$ cat config.mk
export PLATFORM = sky130hd
export DESIGN_NAME = fulladder_bist_driver
export DESIGN_NICKNAME = d
export VERILOG_FILES = /design/src/rtl/fulladder_bist_driver.sv
export SDC_FILE = /design/constraint.sdc
export NUM_CORES = 1
export LEC_CHECK = 0
export CAP_MARGIN = 20
export CORE_UTILIZATION = 57
export CTS_CLUSTER_DIAMETER = 40
export CTS_CLUSTER_SIZE = 40
export DETAILED_ROUTE_END_ITERATION = 7
export GPL_ROUTABILITY_DRIVEN = 0
export PLACE_DENSITY = 0.83
export SYNTH_ARGS = -nofsm -noshare
export SYNTH_HDL_FRONTEND = slang
export SYNTH_SLANG_ARGS = --single-unit
$ cat constraint.sdc
create_clock -name clk -period 5.8 [get_ports clk]
set_input_delay 1.16 -clock clk [delete_from_list [all_inputs] [get_ports clk]]
set_output_delay 1.16 -clock clk [all_outputs]
set_load 0.005 [all_outputs]
$ cat src/rtl/fulladder_bist_driver.sv
// Built-in self-test driver/checker for a 1-bit full adder: walks all eight
// {a,b,carryin} vectors, holds each for a settle window, then grades the response.
module fulladder_bist_driver #(
    parameter int SETTLE_CYCLES = 4,
    parameter int ERR_W         = 4
) (
    input  logic             clk,
    input  logic             reset,
    input  logic             start,
    input  logic             abort,
    output logic             a,
    output logic             b,
    output logic             carryin,
    input  logic             sum,
    input  logic             carryout,
    output logic             busy,
    output logic             done,
    output logic             pass,
    output logic [ERR_W-1:0] err_count,
    output logic             fail_valid,
    output logic [2:0]       first_fail
);

    typedef enum logic [1:0] {
        IDLE  = 2'd0,
        APPLY = 2'd1,
        CHECK = 2'd2,
        DONE  = 2'd3
    } state_t;

    localparam logic [7:0] SETTLE_LAST = 8'(SETTLE_CYCLES - 1);

    state_t     state;
    logic [2:0] vec;
    logic [7:0] settle;
    logic       exp_sum;
    logic       exp_carry;
    logic       mismatch;

    // Operands come straight from the vector register, so the adder sees glitch-free inputs.
    assign {a, b, carryin} = vec;

    assign exp_sum   = vec[2] ^ vec[1] ^ vec[0];
    assign exp_carry = (vec[2] & vec[1]) | (vec[2] & vec[0]) | (vec[1] & vec[0]);
    assign mismatch  = (sum != exp_sum) || (carryout != exp_carry);

    always_ff @(posedge clk or posedge reset) begin
        if (reset) begin
            state      <= IDLE;
            vec        <= 3'd0;
            settle     <= 8'd0;
            busy       <= 1'b0;
            done       <= 1'b0;
            pass       <= 1'b0;
            err_count  <= '0;
            fail_valid <= 1'b0;
            first_fail <= 3'd0;
        end else if (abort) begin
            // Results of the interrupted run stay visible for diagnosis.
            state  <= IDLE;
            vec    <= 3'd0;
            settle <= 8'd0;
            busy   <= 1'b0;
            done   <= 1'b0;
            pass   <= 1'b0;
        end else begin
            case (state)
                IDLE, DONE: begin
                    if (start) begin
                        state      <= APPLY;
                        vec        <= 3'd0;
                        settle     <= 8'd0;
                        busy       <= 1'b1;
                        done       <= 1'b0;
                        pass       <= 1'b0;
                        err_count  <= '0;
                        fail_valid <= 1'b0;
                        first_fail <= 3'd0;
                    end
                end
                APPLY: begin
                    if (settle == SETTLE_LAST) begin
                        state <= CHECK;
                    end else begin
                        settle <= settle + 8'd1;
                    end
                end
                CHECK: begin
                    if (mismatch) begin
                        err_count <= err_count + ERR_W'(1);
                        if (!fail_valid) begin
                            fail_valid <= 1'b1;
                            first_fail <= vec;
                        end
                    end
                    if (vec == 3'd7) begin
                        state <= DONE;
                        busy  <= 1'b0;
                        done  <= 1'b1;
                        // err_count has not absorbed this cycle's result yet.
                        pass  <= (err_count == '0) && !mismatch;
                    end else begin
                        state  <= APPLY;
                        vec    <= vec + 3'd1;
                        settle <= 8'd0;
                    end
                end
                default: state <= IDLE;
            endcase
        end
    end

endmodule

## Yosys cells after proc, flatten, opt, wreduce, memory -nomap -nowiden

Cells that the tools add are included.

| word-level totals | value |
|---|---|
| flip-flop bits (word level) | 24 |
| latch bits | 0 |
| RAM bits | 0 |
| memory bits (read-only) | 0 |
| output and inout port bits | 14 |
| word-level logic and storage cells | 82 |
| memories | 0 |

| cells by class | value |
|---|---|
| add/sub/neg operators | 3 |
| multiply operators | 0 |
| divide/modulo/power cells | 0 |
| $lt $le $gt $ge | 0 |
| eq/ne operators | 15 |
| shifts and indexed selects | 0 |
| multiplexer cells | 33 |
| bitwise gates (word level) | 8 |
| reduce and logical (&&, ||, !) cells | 14 |

Operator list:

| kind | number |
|---|---|
| $mux 8 | 4 |
| $pmux 8 s3 | 1 |
| $mux 3 | 5 |
| $ne 3x3->1 const B | 5 |
| $pmux 3 s2 | 2 |
| $mux 1 | 9 |
| $reduce_and 3->1 | 3 |
| $add 8x1->8 const B | 1 |
| $eq 8x2->1 const B | 1 |
| $mux 2 | 4 |
| $mux 4 | 2 |
| $pmux 1 s2 | 4 |
| $pmux 4 s2 | 1 |
| $ne 2x2->1 const B | 3 |
| $pmux 2 s3 | 1 |
| $reduce_and 5->1 | 1 |
| $add 4x1->4 const B | 1 |
| $eq 2x2->1 const B | 2 |
| $logic_not 4->1 | 1 |
| $reduce_and 4->1 | 1 |
| $add 3x1->3 const B | 1 |
| $and 1x1->1 | 3 |
| $eq 3x3->1 const B | 1 |
| $reduce_bool 3->1 | 1 |
| 12 further kinds | 15 |

## Depth between registers and ports, before layout

Gate-level depths: netlist of run 1.

| logic depth | value |
|---|---|
| word-level depth | 10 |
| depth in mapped cells | 8 |
| depth with buffers taken out | 6 |

## Worst setup path after synthesis of run 1

No wires, ideal clock.

| timing | value |
|---|---|
| path kind | input to register |
| from | in carryout |
| to | reg err_count[3] |
| library setup time | 0.069 ns |
| arrival | 2.313 ns |
| required time | 5.731 ns |
| setup slack | 3.418 ns |
| stages on the path | 5 |
| path buffers | 1 |
| cells stage by stage | xor2_1 -> a311o_1 -> buf_6 -> or4_1 -> nand3_1 |

| on the way | value |
|---|---|
| longest elaborated chain between the ends | 4 |

RTL lines:

| item | RTL line | source |
|---|---|---|
| start, declared | 15 | `input logic carryout,` |
| $ne 1x1->1 | 45 | `assign mismatch = (sum != exp_sum) \|\| (carryout != exp_carry);` |
| $logic_or 1x1->1 | 45 |  |
| $ne 2x2->1 (no line) | n/a |  |
| $reduce_and 4->1 (no line) | n/a |  |
| end signal, assigned | 90 | `err_count <= err_count + ERR_W'(1);` |
| end, declared | 19 | `output logic [ERR_W-1:0] err_count,` |

Every way passes these cells.
A chain may end at the register's enable or synchronous reset.

## Worst setup path after layout of run 1

| timing | value |
|---|---|
| from | in abort |
| to | reg err_count[3] |

| on the way | value |
|---|---|
| longest elaborated chain between the ends | 2 |

RTL lines:

| item | RTL line | source |
|---|---|---|
| start, declared | 10 | `input logic abort,` |
| $not 1->1 (no line) | n/a |  |
| $reduce_and 4->1 (no line) | n/a |  |

Every way passes these cells.

==> metrics.md, run 1 <==
| Metric | Value |
|---|---|
| Ys async rst share | 100% |
| DP HPWL | about 2.0 mm |
| Post-synth EDFFs | 0 |
| Final setup viols | 0 |
| Reg power frac | 42.0% |
| Final Skew | around 4.4 ps |
| CTS sink cnt | 24 |
| Post-CTS Hold Buffers | 0 |
| Net load switching power | roughly 150 uW |
| Clk_lat worst skew | 310 ps |
| Setup TNS | 0 ps |
| Synth Register Bits | 24 |
| Internal | approximately 320 uW |
| CP endpoint kind | flop |
| Die X | around 52 um |
| Maximum VDD drop | between 200 and 250 uV |
| Worst path cell trace | clkdlybuf4s50_1 -> or2_1 -> a311o_1 -> or4_1 -> nand3_1 |
| Gr usage total | about a quarter |
| Leak pwr | about 0.00072 uW |
| Worst slew margin | approximately two fifths |
| Post-synth top cells | dfrtp_1 (24), nand2_1 (20), inv_1 (14) |
| Die height | around 52 um |
| Mux share of post-synthesis cell area | roughly 4.3% |
| Syn Area/Cell | between 9 and 10 sq um |
| Worst Min Path Start | settle[0] |
| Synth Flop Type | dfrtp_1 |
| First-pass GRT wire length | ~4.7 mm |
| Core area | about 2300 sq um |
| Leading area contributor after synthesis | dfrtp_1 |
| Number of I/O pins | 20 |
| Min Hold Slack | roughly 530 ps |
| Clk slew on worst S/H paths | roughly 130 ps |
| Synth Area in XOR/XNOR | about 1.2% |
| Status | completed |
| CP bufs+invs | 1 |
| Highest Signal Layer | met4 |
| Slowest stage delay, CP | between 600 and 700 ps |
| FP Rows | 17 |
| Worst hold path endpoint | settle[0] |
| # Max-Cap Violations | 0 |
| Setup bufs post-CTS | 0 |
| Hold/Removal Path Class | flop to flop |
| Largest family of logic cells by synthesized area | simple AND/OR/NAND/NOR gates |
| DR DRC count | 0 |
| Post-synthesis adder-cell area fraction | between 8 and 9% |
| Pwr dens | 284 nW/um^2 |
| Met1 WL | between 1 and 1.5 mm |
| Leading cell type by number of instances after synthesis | dfrtp_1 |
| Sw frac | between 30% and 40% |
| Wire length per cell | 13.9 um |
| Post-Synth Simple-Gate Area | between 20% and 30% |
| Final-report hold violation count | 0 |
| Worst Max-Slew Pin Slew | roughly 920 ps |
| Max-slew violations | 0 |
| Worst reg2reg setup slack | between 3000 and 4000 ps |
| Layout cells sized above 1 | about 5.3% |
| Initial core utilization | a little over 60% |
| Routed wire length on met3 | between 90 and 100 um |
| Post-synth top area share | between 40% and 50% |
| CP startpoint kind | input port |
| Final net count | about 190 |
| Layout area overhead | 17.2% |
| Met2 Routed Length | 1.38 mm |
| Final period util | 49.2% |
| Clk pwr share | 25.6% |
| RSZ-0062 raised after global routing | no |
| Critical path type | input port to flop |
| Worst-path fanout max | 13 |
| Num CTS Buffers | 3 |
| Via count | between 1000 and 1500 |
| Largest cells by area after synthesis | dfrtp_1 (43%), ha_1 (7.1%), nand2_1 (5.3%), inv_1 (3.7%), mux2i_1 (3.5%) |
| Cts repair resizes | 0 |
| CTS tree | yes |
| Ys Warns | 0 |
| Mapped Nets | about 170 |
| Grt ovf | 0 |
| Post-synthesis cell count | ~150 |
| Worst Hold Path Cells | 1 |
| # diodes | 0 |
| Arr. time, crit path | roughly 3100 ps |
| Yosys cell types | 41 |
| FF-to-FF Start | state[0] |
| Vias in the first global route | approximately 1100 |
| CTS H-tree depth | 1 |
| Die area | about 2700 sq um |
| 1st-pass router iterations | 4 |
| Synthesized area | 1410 sq um |
| Fmax | 0.351 GHz |
| IO Port Bufs | 19 |
| Vias per std cell | 5.92 |
| Post-synthesis sequential area ratio | a little over two fifths |
| Detailed router's first-iteration violation count | 31 |
| Root buffer cell | clkbuf_4 |
| Min Tclk post-route | 2850 ps |
| Antenna violations before repair | 0 |
| DRT antenna net count | 0 |
| Complex-gate fraction of the synthesized area | about 17% |
| R2R depth | 6 |
| Pin count of the biggest net entering global routing | 25 |
| Crit path max-delay family | simple AND/OR/NAND/NOR gates |
| Routed wire length | approximately 2.7 mm |
| Critical Path RT | roughly 6100 ps |
| Critical Path Slowest Stage Cell | clkdlybuf4s50_1 |
| Clock Tree Buf Depth | 2 |
| End of the worst register-to-register path | vec[0] |
| Logic gate share of total power | between 30% and 40% |
[power groups by stage]
| stage | Combinational, uW | Sequential (uW) | Clock [uW] |
|---|---|---|---|
| floorplan | 121 | 197 | 0 |
| global placement | 146 | 199 | 0 |
| detailed placement | 150 | 200 | 0 |
| CTS | 152 | 197 | 122 |
| global route | 171 | 199 | 130 |
| finish | 152 | 197 | 120 |
[cells by family after synthesis]
| family | after synthesis |
|---|---|
| mux | 6 |
| simple gates | 57 |
| buf+inv | 19 |
| xor+xnor | 2 |
| fa+ha+maj | 9 |
| compound gates | 34 |
| flops | 24 |
[worst register-to-register path, stage by stage (launching register included)]
cell     delay, ps
dfrtp_1        440
inv_1           80
ha_1           580
nand2_1        140
a21oi_1        590
nor3_1         180
mux2_2         300
[area by class of cell]
| class | count | area, sq um |
|---|---|---|
| clock inverters | 1 | 30.0 |
| flip-flops and latches | 24 | 601 |
| clock buffers | 3 | 22.5 |
| well taps | 28 | 35.0 |
| fillers | 156 | 623 |
| multi-input cells | 108 | 722 |
| repair buffers | 19 | 190 |
| inverters | 14 | 52.6 |
[per-layer routing]
layer	vias up	track usage, %
met5	-	0
met4	0	8.11
met3	4	3.22
met2	24	39.8
met1	575	30.6
li1	564	-
[state kept, by name, indices dropped and copies added, names as in the netlist]
name,flops
busy,1
done,1
err_count,4
fail_valid,1
first_fail,3
pass,1
settle,8
state,2
vec,3
[layout by cell type, fill, tap and decap left out, drive strengths merged, types with 2 or more instances in the layout]
cell | synthesis | final
a21o | 2 | 2
a21oi | 8 | 8
a22o | 2 | 2
a31oi | 2 | 2
and3 | 2 | 2
clkbuf | 1 | 3
clkdlybuf4s50 | 0 | 19
dfrtp | 24 | 24
ha | 8 | 8
inv | 14 | 14
mux2i | 5 | 5
nand2 | 20 | 20
nand2b | 4 | 4
nand3 | 8 | 8
nor2 | 7 | 7
nor2b | 3 | 3
nor3 | 5 | 5
o21ai | 8 | 8
o31ai | 3 | 3
or2 | 2 | 2
or4 | 2 | 2
xor2 | 2 | 2
[metrics by stage]
stage                     instances  setup WS, ps  total power [uW]  util (%)  instance area (sq um)
after floorplan                 151          3420               318         -                   1410
after global placement          193          2700               345      70.3                   1600
after detailed placement        193          2640               350      70.3                   1600
after CTS                       197          2980               471      72.6                   1650
after global routing            197          2870               500      72.6                   1650
final                           197          2950               469      72.6                   1650
[how the worst max path moves through the flow]
stage               startpoint            to  slack (ps)  cells after the start
finish                   abort  err_count[3]        2950                      5
global route             abort  err_count[3]        2870                      5
CTS                      abort  err_count[3]        2980                      5
detailed placement       abort  err_count[3]        2640                      5
global placement         abort  err_count[3]        2700                      5
floorplan             carryout  err_count[3]        3420                      5
Power figures use the tool's default switching activity.
==> inputs of run 2 (changes only) <==
CORE_ASPECT_RATIO = 2   (was unset)
CORE_UTILIZATION = 48   (was 57)
PLACE_DENSITY = 0.74   (was 0.83)
clock period = 2.54 ns   (was 5.8 ns; I/O delays follow)
==> run 2 against run 1 <==
Compared with the run above:
- clock power rose by 83%
- count of clock-buffer cells in the layout did not move
- register-to-register slack lost 3000 ps
- sequential share of layout area is 0.91 points lower
- first-iteration DRC count grew 6.5%
- largest power group unchanged
- combinational power rose to 2.5 times the previous value
- flip-flop and latch count is the same
- critical path depth is 2 higher
- highest routed layer unchanged
- power up 120%
==> metrics.md, run 2 (same netlist as run 1, synthesis figures left out) <==
| Metric | Value |
|---|---|
| Status | completed (unchanged) |
| Reg power frac | 42.6% (was 42.0%) |
| FP Rows | 27 (was 17) |
| Min Hold Slack | 515 ps (was 527 ps) |
| CTS sink cnt | 24 (unchanged) |
| Cts repair resizes | 0 (unchanged) |
| Pwr dens | 621 nW/um^2 (was 284 nW/um^2) |
| Net load switching power | 357 uW (was 153 uW) |
| Fmax | between 0.4 and 0.5 GHz |
| Max-slew violations | 0 (unchanged) |
| Core area | 2770 sq um (was 2280 sq um) |
| Grt ovf | 0 (unchanged) |
| Crit path max-delay family | adder cells (was simple AND/OR/NAND/NOR gates) |
| Commonest cells after routing, fill and taps aside | dfrtp_1 (24), nand2_1 (20), clkdlybuf4s50_1 (19) (unchanged) |
| DR DRC count | 0 (unchanged) |
| RSZ-0062 raised after global routing | no (unchanged) |
| IO Port Bufs | 19 (unchanged) |
| Post-route cell area | 1700 sq um (was 1650 sq um) |
| Initial core utilization | 50.9% (was 62.0%) |
| Top Registers | settle (8), err_count (4) (unchanged) |
| Clk pwr share | 20.8% (was 25.6%) |
| # Max-Cap Violations | 0 (unchanged) |
| Most common cell after layout, fill and taps aside | dfrtp_1 (unchanged) |
| Pin count of the biggest net entering global routing | 25 (unchanged) |
| Gr usage total | 23.4% (about the same) |
| # diodes | 0 (unchanged) |
| Final period util | a little under nine tenths |
| Die height | 78.7 um (was 51.7 um) |
| Num CTS Buffers | 3 (unchanged) |
| Final setup viols | 0 (unchanged) |
| DP HPWL | 2.46 mm (was 2.02 mm) |
| Critical path type | flop to flop (was input port to flop) |
| CTS tree | yes (unchanged) |
| Clock Tree Buf Depth | 2 (unchanged) |
| Leak pwr | 0.000751 uW (was 0.000723 uW) |
| Setup TNS | 0 ps (unchanged) |
| Antenna violations before repair | 0 (unchanged) |
| Final-report hold violation count | 0 (unchanged) |
| Multi-input gate area | 722 sq um (unchanged) |
| Worst slew margin | 57.8% (was 38.5%) |
| CTS H-tree depth | 1 (unchanged) |
| Critical Path Slowest Stage Cell | fa_1 (was clkdlybuf4s50_1) |
| Routed wire length | 3.20 mm (was 2.75 mm) |
| CP bufs+invs | 2 (was 1) |
| Final Skew | 5.42 ps (was 4.37 ps) |
| Fill cells | 241 (was 156) |
| Internal | 696 uW (was 316 uW) |
| Root buffer cell | clkbuf_8 (was clkbuf_4) |
| Post-route core utilization | 61.2% (was 72.6%) |
| Worst-path fanout max | 5 (was 13) |
| Layout cells sized above 1 | 8.57% (was 5.33%) |
| 1st-pass router iterations | 4 (unchanged) |
| Via count | 1203 (was 1167) |
| Wire length per cell | 15.7 um (was 13.9 um) |
| CP endpoint kind | flop (unchanged) |
| Post-CTS Hold Buffers | 0 (unchanged) |
| Logic gate share of total power | 36.6% (was 32.4%) |
| Clk slew on worst S/H paths | 80 ps (was 130 ps) |
| DRT antenna net count | 0 (unchanged) |
| Die X | 40.3 um (was 51.7 um) |
| Most flop-heavy register | settle (unchanged) |
| DP Area | 1650 sq um (was 1600 sq um) |
| Number of flip-flops in the largest register | 8 (unchanged) |
| Setup bufs post-CTS | 0 (unchanged) |
| Worst Max-Slew Pin Slew | 634 ps (was 921 ps) |
| Worst path cell trace | inv_1 -> fa_1 -> xor2_1 -> and3_1 -> a2111oi_2 -> buf_4 -> mux2i_1 (was clkdlybuf4s50_1 -> or2_1 -> a311o_1 -> or4_1 -> nand3_1) |
| Maximum VDD drop | 432 uV (was 242 uV) |
| Detailed router's first-iteration violation count | 33 (was 31) |
| FF/Latch Area | 601 sq um (unchanged) |
| Slowest stage delay, CP | 490 ps (was 640 ps) |
| Final net count | 192 (was 185) |
| Critical Path RT | 2730 ps (was 6060 ps) |
| Sw frac | 33.9% (was 32.6%) |
| Layout area overhead | 20.2% (was 17.2%) |
| Die area | 3170 sq um (was 2680 sq um) |
| CP startpoint kind | flop (was input port) |
| Min Tclk post-route | 2190 ps |
| Clk_lat worst skew | 260 ps (was 310 ps) |
| Hold/Removal Path Class | flop to flop (unchanged) |
| Arr. time, crit path | 2380 ps (was 3110 ps) |
| Vias in the first global route | 1198 (was 1070) |
| Number of I/O pins | 20 (unchanged) |
| Vias per std cell | 5.90 (was 5.92) |
| First-pass GRT wire length | 5.27 mm (was 4.68 mm) |
-- run 2: cell type report --
class                           count  area share [%]
Multi-Input combinational cell    108            42.6
Sequential cell                    24            35.4
Timing Repair Buffer               26            14.3
Inverter                           14            3.10
Clock buffer                        3            2.44
Tap cell                           29            2.14
-- run 2: power by group through the flow --
stage	Clock, uW	Combinational, uW	Sequential, uW
global route	241	427	456
floorplan	0	276	451
global placement	0	373	455
detailed placement	0	383	458
finish	219	385	449
CTS	226	387	450
-- run 2: path summary, 6_finish.rpt --
path	start	to	slack, ps	depth (start not counted)
max	vec[2]	first_fail[1]	350	7
max reg2reg	vec[2]	first_fail[1]	350	7
max in group asynchronous	reset	settle[4]	1710	3
min	settle[0]	settle[0]	510	1
min in group asynchronous	reset	settle[0]	580	3
min reg2reg	settle[0]	settle[0]	510	1
-- run 2: layer usage --
layer | GRT usage [%] | wire length [um] | part of all wire (%)
met3 | 1.69 | 62 | 1.9
met4 | 8.00 | 39 | 1.2
met1 | 25.5 | 1210 | 38
met5 | 0 | 0 | 0
met2 | 42.9 | 1880 | 59
-- run 2: stage by stage --
| stage | cells | power [uW] | setup WS (ps) |
|---|---|---|---|
| after floorplan | 151 | 726 | 375 |
| after CTS | 204 | 1060 | 332 |
| after detailed placement | 201 | 841 | 196 |
| after global routing | 204 | 1120 | 236 |
| after global placement | 201 | 828 | 298 |
| final | 204 | 1050 | 350 |
